==> config.mk <==
export PLATFORM = sky130hd
export DESIGN_NAME = memory_board_ctrl_flat
export DESIGN_NICKNAME = d
export VERILOG_FILES = /design/src/rtl/memory_board_ctrl_if.sv /design/src/rtl/memory_board_ctrl.sv /design/src/flat_wrapper.sv
export SDC_FILE = /design/constraint.sdc
export NUM_CORES = 1
export LEC_CHECK = 0
export BUFFER_PORTS_ARGS = -buffer_cell sky130_fd_sc_hd__buf_4
export CAP_MARGIN = 20
export CORE_MARGIN = 8
export CORE_UTILIZATION = 55
export DETAILED_ROUTE_END_ITERATION = 16
export GPL_TIMING_DRIVEN = 0
export PLACE_DENSITY = 0.82
export SYNTH_ARGS = -nofsm -noshare
export SYNTH_HDL_FRONTEND = slang
export SYNTH_SLANG_ARGS = --single-unit
==> constraint.sdc <==
create_clock -name clk -period 6.82 [get_ports clk]
set_input_delay 0.682 -clock clk [delete_from_list [all_inputs] [get_ports clk]]
set_output_delay 0.682 -clock clk [all_outputs]
set_load 0.05 [all_outputs]
==> src/rtl/memory_board_ctrl_if.sv <==
// Sequencer <-> board controller bus: state code and selections in, handshakes
// and the renderer-visible board out.
interface memory_board_ctrl_if;
  logic [3:0]  state;
  logic        sel_valid;
  logic [3:0]  sel_idx;
  logic        se_eligio_carta;
  logic        cartas_mostradas;
  logic        cartas_ocultas;
  logic        cartas_revueltas;
  logic        cartas_verificadas;
  logic        hubo_pareja;
  logic        carta_randomizada;
  logic [15:0] face_up;
  logic [15:0] matched;
  logic [47:0] card_values;

  modport master (
    output state, sel_valid, sel_idx,
    input  se_eligio_carta, cartas_mostradas, cartas_ocultas, cartas_revueltas,
           cartas_verificadas, hubo_pareja, carta_randomizada,
           face_up, matched, card_values
  );

  modport slave (
    input  state, sel_valid, sel_idx,
    output se_eligio_carta, cartas_mostradas, cartas_ocultas, cartas_revueltas,
           cartas_verificadas, hubo_pareja, carta_randomizada,
           face_up, matched, card_values
  );
endinterface

==> src/rtl/memory_board_ctrl.sv <==
// Board-side responder for the memory-game sequencer: owns the 16-card layout and
// answers show/hide/shuffle/verify/random-pick. Optional macro SEED_ENTROPY_EN reseeds the LFSR per game.
module memory_board_ctrl #(
  parameter int unsigned SHOW_CYCLES     = 50000000,
  parameter int unsigned MISMATCH_CYCLES = 25000000,
  parameter logic [15:0] LFSR_SEED       = 16'hACE1
) (
  input  logic                clk,
  input  logic                rst,
  memory_board_ctrl_if.slave  bus
);

  typedef enum logic [3:0] {
    SQ_INICIO    = 4'd0,
    SQ_SHOW      = 4'd1,
    SQ_HIDE      = 4'd2,
    SQ_SHUFFLE   = 4'd3,
    SQ_TURN      = 4'd5,
    SQ_ONE_CARD  = 4'd6,
    SQ_TWO_CARDS = 4'd7,
    SQ_RANDOM    = 4'd8
  } seq_code_t;

  typedef enum logic [2:0] {
    P_IDLE, P_SHOWING, P_HIDING, P_SHUFFLING, P_WAIT_SEL, P_VERIFY, P_RANDOM, P_DONE_WAIT
  } phase_t;

  phase_t      r_phase;
  logic [3:0]  r_prev_state;
  logic [15:0] r_lfsr;
  logic [15:0] r_face;
  logic [15:0] r_match;
  logic [2:0]  r_vals [16];
  logic [31:0] r_cnt;
  logic [3:0]  r_i;
  logic [3:0]  r_sel1;
  logic [3:0]  r_sel2;
  logic [1:0]  r_nsel;
  logic        r_p_sel, r_p_show, r_p_hide, r_p_shuf, r_p_ver, r_hubo, r_p_rand;

  logic        w_chg;
  logic        w_sel_ok;
  logic        w_any_free;
  logic [3:0]  w_j;
  logic [3:0]  w_pick;
  logic [15:0] w_free;
  logic [15:0] w_lfsr_next;

  assign w_chg       = (bus.state != r_prev_state);
  assign w_j         = r_lfsr[3:0];
  assign w_free      = ~(r_face | r_match);
  assign w_any_free  = |w_free;
  assign w_sel_ok    = bus.sel_valid && w_free[bus.sel_idx] && (r_nsel != 2'd2);
  assign w_lfsr_next = {r_lfsr[14:0], r_lfsr[15] ^ r_lfsr[13] ^ r_lfsr[12] ^ r_lfsr[10]};

  // Scan downward so the nearest free card at or above w_j (mod 16) wins last.
  always_comb begin
    w_pick = w_j;
    for (int unsigned off = 16; off > 0; off--) begin
      if (w_free[w_j + 4'(off - 1)]) w_pick = w_j + 4'(off - 1);
    end
  end

`ifdef SEED_ENTROPY_EN
  logic [15:0] r_free;
  logic [15:0] w_mix;

  assign w_mix = r_lfsr ^ r_free;

  always_ff @(posedge clk or posedge rst) begin
    if (rst) r_free <= '0;
    else     r_free <= r_free + 16'd1;
  end

  always_ff @(posedge clk or posedge rst) begin
    if (rst)
      r_lfsr <= LFSR_SEED;
    else if (bus.state == SQ_SHOW && r_prev_state == SQ_INICIO)
      r_lfsr <= (w_mix == '0) ? LFSR_SEED : w_mix;
    else
      r_lfsr <= w_lfsr_next;
  end
`else
  always_ff @(posedge clk or posedge rst) begin
    if (rst) r_lfsr <= LFSR_SEED;
    else     r_lfsr <= w_lfsr_next;
  end
`endif

  always_ff @(posedge clk or posedge rst) begin
    if (rst) begin
      r_phase      <= P_IDLE;
      r_prev_state <= '0;
      r_face       <= '0;
      r_match      <= '0;
      for (int unsigned k = 0; k < 16; k++) r_vals[k] <= 3'(k >> 1);
      r_cnt        <= '0;
      r_i          <= '0;
      r_sel1       <= '0;
      r_sel2       <= '0;
      r_nsel       <= '0;
      r_p_sel      <= 1'b0;
      r_p_show     <= 1'b0;
      r_p_hide     <= 1'b0;
      r_p_shuf     <= 1'b0;
      r_p_ver      <= 1'b0;
      r_hubo       <= 1'b0;
      r_p_rand     <= 1'b0;
    end else begin
      r_prev_state <= bus.state;
      r_p_sel      <= 1'b0;
      r_p_show     <= 1'b0;
      r_p_hide     <= 1'b0;
      r_p_shuf     <= 1'b0;
      r_p_ver      <= 1'b0;
      r_hubo       <= 1'b0;
      r_p_rand     <= 1'b0;
      // A state change preempts whatever the current phase would have done this cycle.
      if (w_chg) begin
        case (bus.state)
          SQ_INICIO: begin
            r_phase <= P_IDLE;
            r_nsel  <= '0;
          end
          SQ_SHOW: begin
            r_phase <= P_SHOWING;
            r_face  <= '1;
            r_cnt   <= SHOW_CYCLES;
            r_nsel  <= '0;
          end
          SQ_HIDE: begin
            r_phase  <= P_HIDING;
            r_face   <= '0;
            r_match  <= '0;
            r_p_hide <= 1'b1;
            r_nsel   <= '0;
          end
          SQ_SHUFFLE: begin
            r_phase <= P_SHUFFLING;
            r_i     <= 4'd15;
            r_nsel  <= '0;
          end
          SQ_TURN, SQ_ONE_CARD: r_phase <= P_WAIT_SEL;
          SQ_TWO_CARDS: begin
            if (r_nsel == 2'd2 && r_vals[r_sel1] == r_vals[r_sel2]) begin
              r_match[r_sel1] <= 1'b1;
              r_match[r_sel2] <= 1'b1;
              r_p_ver         <= 1'b1;
              r_hubo          <= 1'b1;
              r_nsel          <= '0;
              r_phase         <= P_DONE_WAIT;
            end else begin
              r_cnt   <= MISMATCH_CYCLES;
              r_phase <= P_VERIFY;
            end
          end
          SQ_RANDOM: r_phase <= P_RANDOM;
          default: begin
            r_phase <= P_IDLE;
            r_nsel  <= '0;
          end
        endcase
      end else begin
        case (r_phase)
          P_SHOWING: begin
            if (r_cnt <= 32'd1) begin
              r_p_show <= 1'b1;
              r_phase  <= P_DONE_WAIT;
            end else begin
              r_cnt <= r_cnt - 32'd1;
            end
          end
          P_HIDING: r_phase <= P_DONE_WAIT;
          P_SHUFFLING: begin
            if (w_j <= r_i) begin
              r_vals[r_i] <= r_vals[w_j];
              r_vals[w_j] <= r_vals[r_i];
              if (r_i == 4'd1) begin
                r_p_shuf <= 1'b1;
                r_phase  <= P_DONE_WAIT;
              end else begin
                r_i <= r_i - 4'd1;
              end
            end
          end
          P_WAIT_SEL: begin
            if (w_sel_ok) begin
              r_face[bus.sel_idx] <= 1'b1;
              r_p_sel             <= 1'b1;
              if (r_nsel == 2'd0) r_sel1 <= bus.sel_idx;
              else                r_sel2 <= bus.sel_idx;
              r_nsel <= r_nsel + 2'd1;
            end
          end
          P_VERIFY: begin
            if (r_cnt <= 32'd1) begin
              if (r_nsel != 2'd0) r_face[r_sel1] <= 1'b0;
              if (r_nsel == 2'd2) r_face[r_sel2] <= 1'b0;
              r_p_ver <= 1'b1;
              r_nsel  <= '0;
              r_phase <= P_DONE_WAIT;
            end else begin
              r_cnt <= r_cnt - 32'd1;
            end
          end
          P_RANDOM: begin
            if (r_nsel != 2'd2 && w_any_free) begin
              r_face[w_pick] <= 1'b1;
              if (r_nsel == 2'd0) r_sel1 <= w_pick;
              else                r_sel2 <= w_pick;
              r_nsel <= r_nsel + 2'd1;
            end else begin
              r_p_rand <= 1'b1;
              r_phase  <= P_DONE_WAIT;
            end
          end
          default: ;
        endcase
      end
    end
  end

  assign bus.se_eligio_carta    = r_p_sel;
  assign bus.cartas_mostradas   = r_p_show;
  assign bus.cartas_ocultas     = r_p_hide;
  assign bus.cartas_revueltas   = r_p_shuf;
  assign bus.cartas_verificadas = r_p_ver;
  assign bus.hubo_pareja        = r_hubo;
  assign bus.carta_randomizada  = r_p_rand;
  assign bus.face_up            = r_face;
  assign bus.matched            = r_match;

  for (genvar g = 0; g < 16; g++) begin : g_vals
    assign bus.card_values[3*g +: 3] = r_vals[g];
  end

endmodule

==> src/flat_wrapper.sv <==
// flat-port wrapper written by rule: the top's interface ports become plain ports
module memory_board_ctrl_flat 
#(
  parameter int unsigned SHOW_CYCLES     = 50000000,
  parameter int unsigned MISMATCH_CYCLES = 25000000,
  parameter logic [15:0] LFSR_SEED       = 16'hACE1
)
  (clk, rst, bus_state, bus_sel_valid, bus_sel_idx, bus_se_eligio_carta, bus_cartas_mostradas, bus_cartas_ocultas, bus_cartas_revueltas, bus_cartas_verificadas, bus_hubo_pareja, bus_carta_randomizada, bus_face_up, bus_matched, bus_card_values);
  memory_board_ctrl_if bus_i ();
  input  logic clk;
  input  logic rst;
  input wire logic [$bits(bus_i.state)-1:0] bus_state;
  input wire logic [$bits(bus_i.sel_valid)-1:0] bus_sel_valid;
  input wire logic [$bits(bus_i.sel_idx)-1:0] bus_sel_idx;
  output wire logic [$bits(bus_i.se_eligio_carta)-1:0] bus_se_eligio_carta;
  output wire logic [$bits(bus_i.cartas_mostradas)-1:0] bus_cartas_mostradas;
  output wire logic [$bits(bus_i.cartas_ocultas)-1:0] bus_cartas_ocultas;
  output wire logic [$bits(bus_i.cartas_revueltas)-1:0] bus_cartas_revueltas;
  output wire logic [$bits(bus_i.cartas_verificadas)-1:0] bus_cartas_verificadas;
  output wire logic [$bits(bus_i.hubo_pareja)-1:0] bus_hubo_pareja;
  output wire logic [$bits(bus_i.carta_randomizada)-1:0] bus_carta_randomizada;
  output wire logic [$bits(bus_i.face_up)-1:0] bus_face_up;
  output wire logic [$bits(bus_i.matched)-1:0] bus_matched;
  output wire logic [$bits(bus_i.card_values)-1:0] bus_card_values;
  assign bus_i.state = bus_state;
  assign bus_i.sel_valid = bus_sel_valid;
  assign bus_i.sel_idx = bus_sel_idx;
  assign bus_se_eligio_carta = bus_i.se_eligio_carta;
  assign bus_cartas_mostradas = bus_i.cartas_mostradas;
  assign bus_cartas_ocultas = bus_i.cartas_ocultas;
  assign bus_cartas_revueltas = bus_i.cartas_revueltas;
  assign bus_cartas_verificadas = bus_i.cartas_verificadas;
  assign bus_hubo_pareja = bus_i.hubo_pareja;
  assign bus_carta_randomizada = bus_i.carta_randomizada;
  assign bus_face_up = bus_i.face_up;
  assign bus_matched = bus_i.matched;
  assign bus_card_values = bus_i.card_values;
  memory_board_ctrl #(.SHOW_CYCLES(SHOW_CYCLES), .MISMATCH_CYCLES(MISMATCH_CYCLES), .LFSR_SEED(LFSR_SEED)) u_core (.clk(clk), .rst(rst), .bus(bus_i));
endmodule
==> results of run 1 <==
flip-flops by register name, summed over array words and instances (netlist names), 2 cells and up:
register                count
u_core.bus.face_up         16
u_core.r_lfsr              16
u_core.bus.card_values     48
u_core.r_cnt               32
u_core.r_prev_state         4
u_core.r_sel1               4
u_core.r_phase              3
u_core.r_nsel               2
u_core.r_sel2               4
u_core.r_i                  4
u_core.bus.matched         16
power groups by stage:
stage	sequential, mW	clock [mW]	combinational [mW]
floorplan	1.32	0	0.904
global placement	1.22	0	1.45
detailed placement	1.23	0	1.46
CTS	1.21	0.985	1.47
global route	1.23	1.02	1.60
finish	1.23	0.978	1.51
worst max-delay path by stage:
stage,start,end,slack (ns),cells after the start
after floorplan,rst,u_core.bus.card_values[0],1.98,1
after global placement,rst,u_core.r_lfsr[14],0.29,2
after detailed placement,u_core.r_lfsr[1],u_core.bus.face_up[2],1.11,18
after CTS,u_core.r_lfsr[1],u_core.bus.face_up[2],1.06,16
after global routing,u_core.r_lfsr[1],u_core.bus.face_up[2],0.61,18
final,u_core.r_lfsr[1],u_core.bus.face_up[2],0.88,16
cell type report:
class / instances / area (µm²)
fill: 1890 / 8280
multi-input combinational: 1106 / 8190
sequential: 156 / 3940
timing repair buffer: 95 / 733
buffer: 92 / 437
clock buffer: 17 / 425
tap: 285 / 357
clock inverter: 15 / 164
inverter: 28 / 110
cell usage in the layout, fill, tap and decap left out, drive strengths merged, types with 8 or more instances in the layout:
master | netlist | final
nor2 | 158 | 158
buf | 43 | 138
dfrtp | 124 | 124
nand2 | 120 | 120
a21oi | 119 | 119
mux4 | 81 | 81
clkbuf | 49 | 66
o22ai | 61 | 61
nor4 | 49 | 49
nand3 | 41 | 41
o21ai | 40 | 40
xnor2 | 37 | 37
inv | 25 | 34
dfstp | 32 | 32
a211oi | 28 | 28
ha | 26 | 26
nor3 | 24 | 24
a22oi | 21 | 21
or2 | 21 | 21
nand4 | 19 | 19
nand2b | 17 | 17
nor2b | 16 | 16
mux2i | 16 | 16
nor4b | 13 | 13
a31oi | 13 | 13
nor3b | 12 | 12
a211o | 11 | 11
xor2 | 10 | 10
o211ai | 10 | 10
and2 | 9 | 9
or3 | 9 | 9
or4 | 9 | 9
mux2 | 8 | 8
a32oi | 8 | 8
clkinv | 3 | 8
worst max-delay path: cells and delay by family, from the launching register on:
family,cells,cell delay [ns]
AOI/OAI and AO/OA,3,0.85
muxes,1,0.43
and+or+nand+nor,5,1.60
DFF,1,0.59
adders and majority gates,1,0.47
buffers and inverters,6,1.89
kinds of logic (layout without fill, tap and decap cells):
logic type | Yosys count | after routing | synth area share
multiplexers | 105 | 105 | 0.165
buffers and inverters | 120 | 247 | 0.0427
adder cells (fa/ha/maj) | 26 | 26 | 0.0257
AND/OR/NAND/NOR | 538 | 538 | 0.217
XOR/XNOR | 47 | 47 | 0.0331
flip-flops | 156 | 156 | 0.311
AO/OA/AOI/OAI | 390 | 390 | 0.206
per-layer routing:
| layer | vias to the layer above | share of wire | global-route usage | wire length [µm] |
|---|---|---|---|---|
| met2 | 1105 | 0.44 | 0.492 | 20400 |
| met4 | 0 | 0.051 | 0.161 | 2350 |
| li1 | 5568 | - | - | - |
| met1 | 6239 | 0.38 | 0.419 | 17300 |
| met3 | 223 | 0.13 | 0.0786 | 5940 |
| met5 | - | 0 | 0 | 0 |
stage by stage:
stage                     total power [mW]  cells
after floorplan                       2.22   1382
after global placement                2.67   1761
after detailed placement              2.69   1762
after CTS                             3.67   1794
after global routing                  3.85   1794
final                                 3.71   1794
==> run metrics, run 1 <==
status completed; IO Port Bufs 94; CTS tree yes; final period utilization 0.872; first-pass GRT wire length 71.4 mm; Data arrival, critical path 6.28 ns; CP cell instances buf_4 -> buf_4 -> clkinv_1 -> ha_1 -> buf_2 -> clkbuf_1 -> nor4_1 -> nor4_1 -> mux2i_1 -> nand4_1 -> a22oi_1 -> o31ai_1 -> and2_1 -> clkbuf_1 -> nand3_1 -> a211oi_1; GP Congestion 1.04; Initial Util 0.560; Placed Area 0.0138 mm²; post-synthesis average cell area 9.17 µm²; Worst Reg-to-Reg Cells 16; required time worst endpoint 7.16 ns; Most used DFF post-synth dfrtp_1; CTS root buf clkbuf_16; min cycle time layout 5.94 ns; Synth area leaders dfrtp_1 24%, mux4_2 14%, dfstp_2 6.6%; sequential-to-total area share from yosys stat 0.311; power share of the sequential group 0.331; grt ovf 0; wire length per cell 25.7 µm; reg2reg start u_core.r_lfsr[1]; asr flop ratio synth 1.00; critical path's slowest cell nor4_1; die height 168 µm; Worst setup SP type flop; WL final 46.0 mm; Synth top cells by count 158 x nor2_1, 124 x dfrtp_1, 120 x nand2_1, 119 x a21oi_1, 81 x mux4_2; global-route usage over all layers 0.321; post-CTS sizing 0; Static Leak 5.65 nW; Post-Synthesis Cell Area 0.0127 mm²; Max Clock Skew 0.0116 ns; Detail Route Antenna Nets 0; TritonCTS Sinks 156; largest net degree at the start of global routing 93; Hold Path Class input pin to asynchronous set/reset pin; Reg2Reg Setup Slack 0.88 ns; top cell type by total area after synthesis dfrtp_1; largest stage delay on the critical path 0.70 ns; CTS buffer count 17; pwr/cell area 259 mW/mm²; Residual DRC 0; Util after Layout 0.634; DIE WIDTH 168 µm; Final WS setup 0.875 ns; FF-to-FF End u_core.bus.face_up[2]; Setup CP Type flop to flop; max-slew violation count 0; die area 0.0282 mm²; Ports 98; relative slew slack 0.363; Post-CTS Setup Inserts 0; share of layout cells above drive strength 1 0.213; top cell type's share of synthesized area 0.245; DR vias 13,135; switch share 0.446; RSZ-0062 raised after global routing no; Final Setup Violations 0; worst slew pin tran 0.953 ns; most frequent cell after synthesis nor2_1; DP Worst Slack 1.11 ns; vias in the first global route 12,527; Core Area 0.0226 mm²; DR pass1 iterations 7; drt initial violations 2,108; latest clock arrival within the worst-skew pair 0.44 ns; diode count 0; site row count 55; CP max FO 11; Post-synth EDFFs 0; WHS 0.312 ns; VDD IR max 179 µV; switching power 1.66 mW; Synth Register Bits 156; Clock Power Share 0.263; Clock transition at path regs 0.08 ns; initial antenna violation count 0; Comb pwr share 0.406; Final nets 1,533; Synthesized Nets 1,419; P&R area growth vs syn 13.3%; cts-stage hold buffer count 0; routed vias/inst 7.32; Cells after Synth 1,382; crit end category flop; Warnings, synthesis 0; setup TNS 0 ns; Yosys cell types 92; Max clock buf depth 2; H-tree depth 4; hpwl dp 33.7 mm; max-cap violations 0; Hold Violations, Final 0; post-route cell area 0.0144 mm²; achievable frequency 168 MHz; P_int 2.06 mW
(Power assumes the default switching activity.)
==> run 2, diff against run 1 <==
Settings changed: CORE_UTILIZATION 55 to 56, PLACE_DENSITY 0.82 to 0.86.
Clock period 6.82 ns to 5.2 ns, I/O delays scaled along.
==> run 2 against run 1 <==
  * Utilization grew 1.1 points
  * Flip-flop and latch count did not move
  * Global-route usage hardly changed
  * Sequential share of layout area decreased by 0.24 points
  * Wire length down 0.70%
  * Sequential power up 31%
  * Register-to-register slack worse by 0.81 ns
  * Die area decreased by 1.6%
  * Final cell count hardly changed
  * Final area increased by 0.87%
  * Clock skew rose by 0.0098 ns
  * Critical endpoint unchanged
==> run metrics, run 2 (same netlist as run 1, synthesis figures left out) <==
status completed; Reg2Reg Setup Slack 0.07 ns; Final nets 1,532; Setup CP Type flop to flop; CTS root buf clkbuf_16; crit end category flop; most frequent cells in the layout 158 x nor2_1, 124 x dfrtp_1, 120 x nand2_1, 119 x a21oi_1, 102 x buf_4; Residual DRC 0; post-route cell area 0.0145 mm²; Final Instance Count excl. Fillers 1,793; Clock transition at path regs 0.08 ns; cts-stage hold buffer count 0; routed vias/inst 7.44; CP max FO 11; global-route usage over all layers 0.321; CTS tree yes; Initial Util 0.565; first-pass GRT wire length 71.2 mm; Detail Route Antenna Nets 0; Final Setup Violations 0; pwr/cell area 339 mW/mm²; DR vias 13,336; Final WS setup 0.0662 ns; final period utilization 0.987; worst slew pin tran 0.960 ns; Static Leak 5.70 nW; max-slew violation count 0; Data arrival, critical path 5.48 ns; TritonCTS Sinks 156; dpl cells 1,762; vias in the first global route 12,783; GP Congestion 1.07; diode count 0; IO Port Bufs 94; Max clock buf depth 2; grt ovf 0; max reg flops 48; VDD IR max 198 µV; Worst Setup EP u_core.bus.face_up[2]; wire length per cell 25.5 µm; latest clock arrival within the worst-skew pair 0.45 ns; RSZ-0062 raised after global routing yes; CTS buffer count 17; relative slew slack 0.358; die area 0.0277 mm²; Hold Path Class input pin to asynchronous set/reset pin; Post-CTS Setup Inserts 0; setup TNS 0 ns; drt initial violations 2,169; FF-to-FF End u_core.bus.face_up[2]; crit path from u_core.r_lfsr[1]; Placed Area 0.0138 mm²; DR pass1 iterations 7; min cycle time layout 5.13 ns; Max Clock Skew 0.0214 ns; largest net degree at the start of global routing 104; die height 166 µm; DP Worst Slack -0.469 ns; initial antenna violation count 0; required time worst endpoint 5.55 ns; Core Area 0.0224 mm²; achievable frequency 195 MHz; max-cap violations 0; site row count 55; H-tree depth 4; Worst Reg-to-Reg Cells 15; WL final 45.7 mm; Pwr Total 4.91 mW; reg2reg start u_core.r_lfsr[1]; Worst setup SP type flop; hpwl dp 33.3 mm; DIE WIDTH 166 µm; Ports 98; P&R area growth vs syn 14.3%; most common cell after layout, fill and taps aside nor2_1; Hold Violations, Final 0; share of layout cells above drive strength 1 0.222
run 2: through the flow:
stage | util | hold WS [ns]
after floorplan | - | 0.331
after global placement | 0.612 | 0.332
after detailed placement | 0.614 | 0.340
after CTS | 0.642 | 0.129
after global routing | 0.646 | 0.143
final | 0.646 | 0.106
run 2: per-layer routing:
layer  share of wire  global-route usage
met5               0                   0
met4           0.059               0.172
met3            0.13              0.0818
met2            0.44               0.493
met1            0.37               0.413
run 2: how the worst min path moves through the flow:
stage                      from                to  slack [ns]  cells past startpoint
5_1_grt                     rst   u_core.r_cnt[0]        0.14                      2
6_report                    rst   u_core.r_cnt[0]        0.11                      2
3_3_place_gp   u_core.r_lfsr[8]  u_core.r_lfsr[9]        0.33                      0
3_5_place_dp   u_core.r_lfsr[8]  u_core.r_lfsr[9]        0.34                      0
2_1_floorplan  u_core.r_lfsr[8]  u_core.r_lfsr[9]        0.33                      0
4_1_cts                     rst   u_core.r_cnt[2]        0.13                      2
run 2: area by class of cell:
class | count | area, µm²
buffer | 91 | 433
clock buffer | 17 | 425
clock inverter | 15 | 186
fill | 1831 | 7950
inverter | 28 | 111
multi-input combinational | 1106 | 8290
sequential | 156 | 3940
tap | 285 | 357
timing repair buffer | 95 | 733
run 2: repair_timing:
action                     CTS  global route
setup endpoints to repair   17            20
resized for setup            5            11
pin swaps                    0             1
run 2: worst max-delay path, stage by stage (launching register included):
cell	delay, ns
dfrtp_1	0.56
buf_4	0.24
buf_4	0.20
clkinv_2	0.24
ha_1	0.36
buf_2	0.18
clkbuf_1	0.43
nor4_1	0.20
o41ai_2	0.54
nand2_1	0.25
o2111ai_1	0.16
a22oi_1	0.10
o31ai_1	0.43
and2_1	0.47
nand3_1	0.31
a211oi_1	0.33
run 2: power by group:
group	total [mW]	internal, mW	switching (mW)
combinational	2.01	0.729	1.28
clock	1.30	0.655	0.644
sequential	1.61	1.34	0.269
total	4.91	2.72	2.19
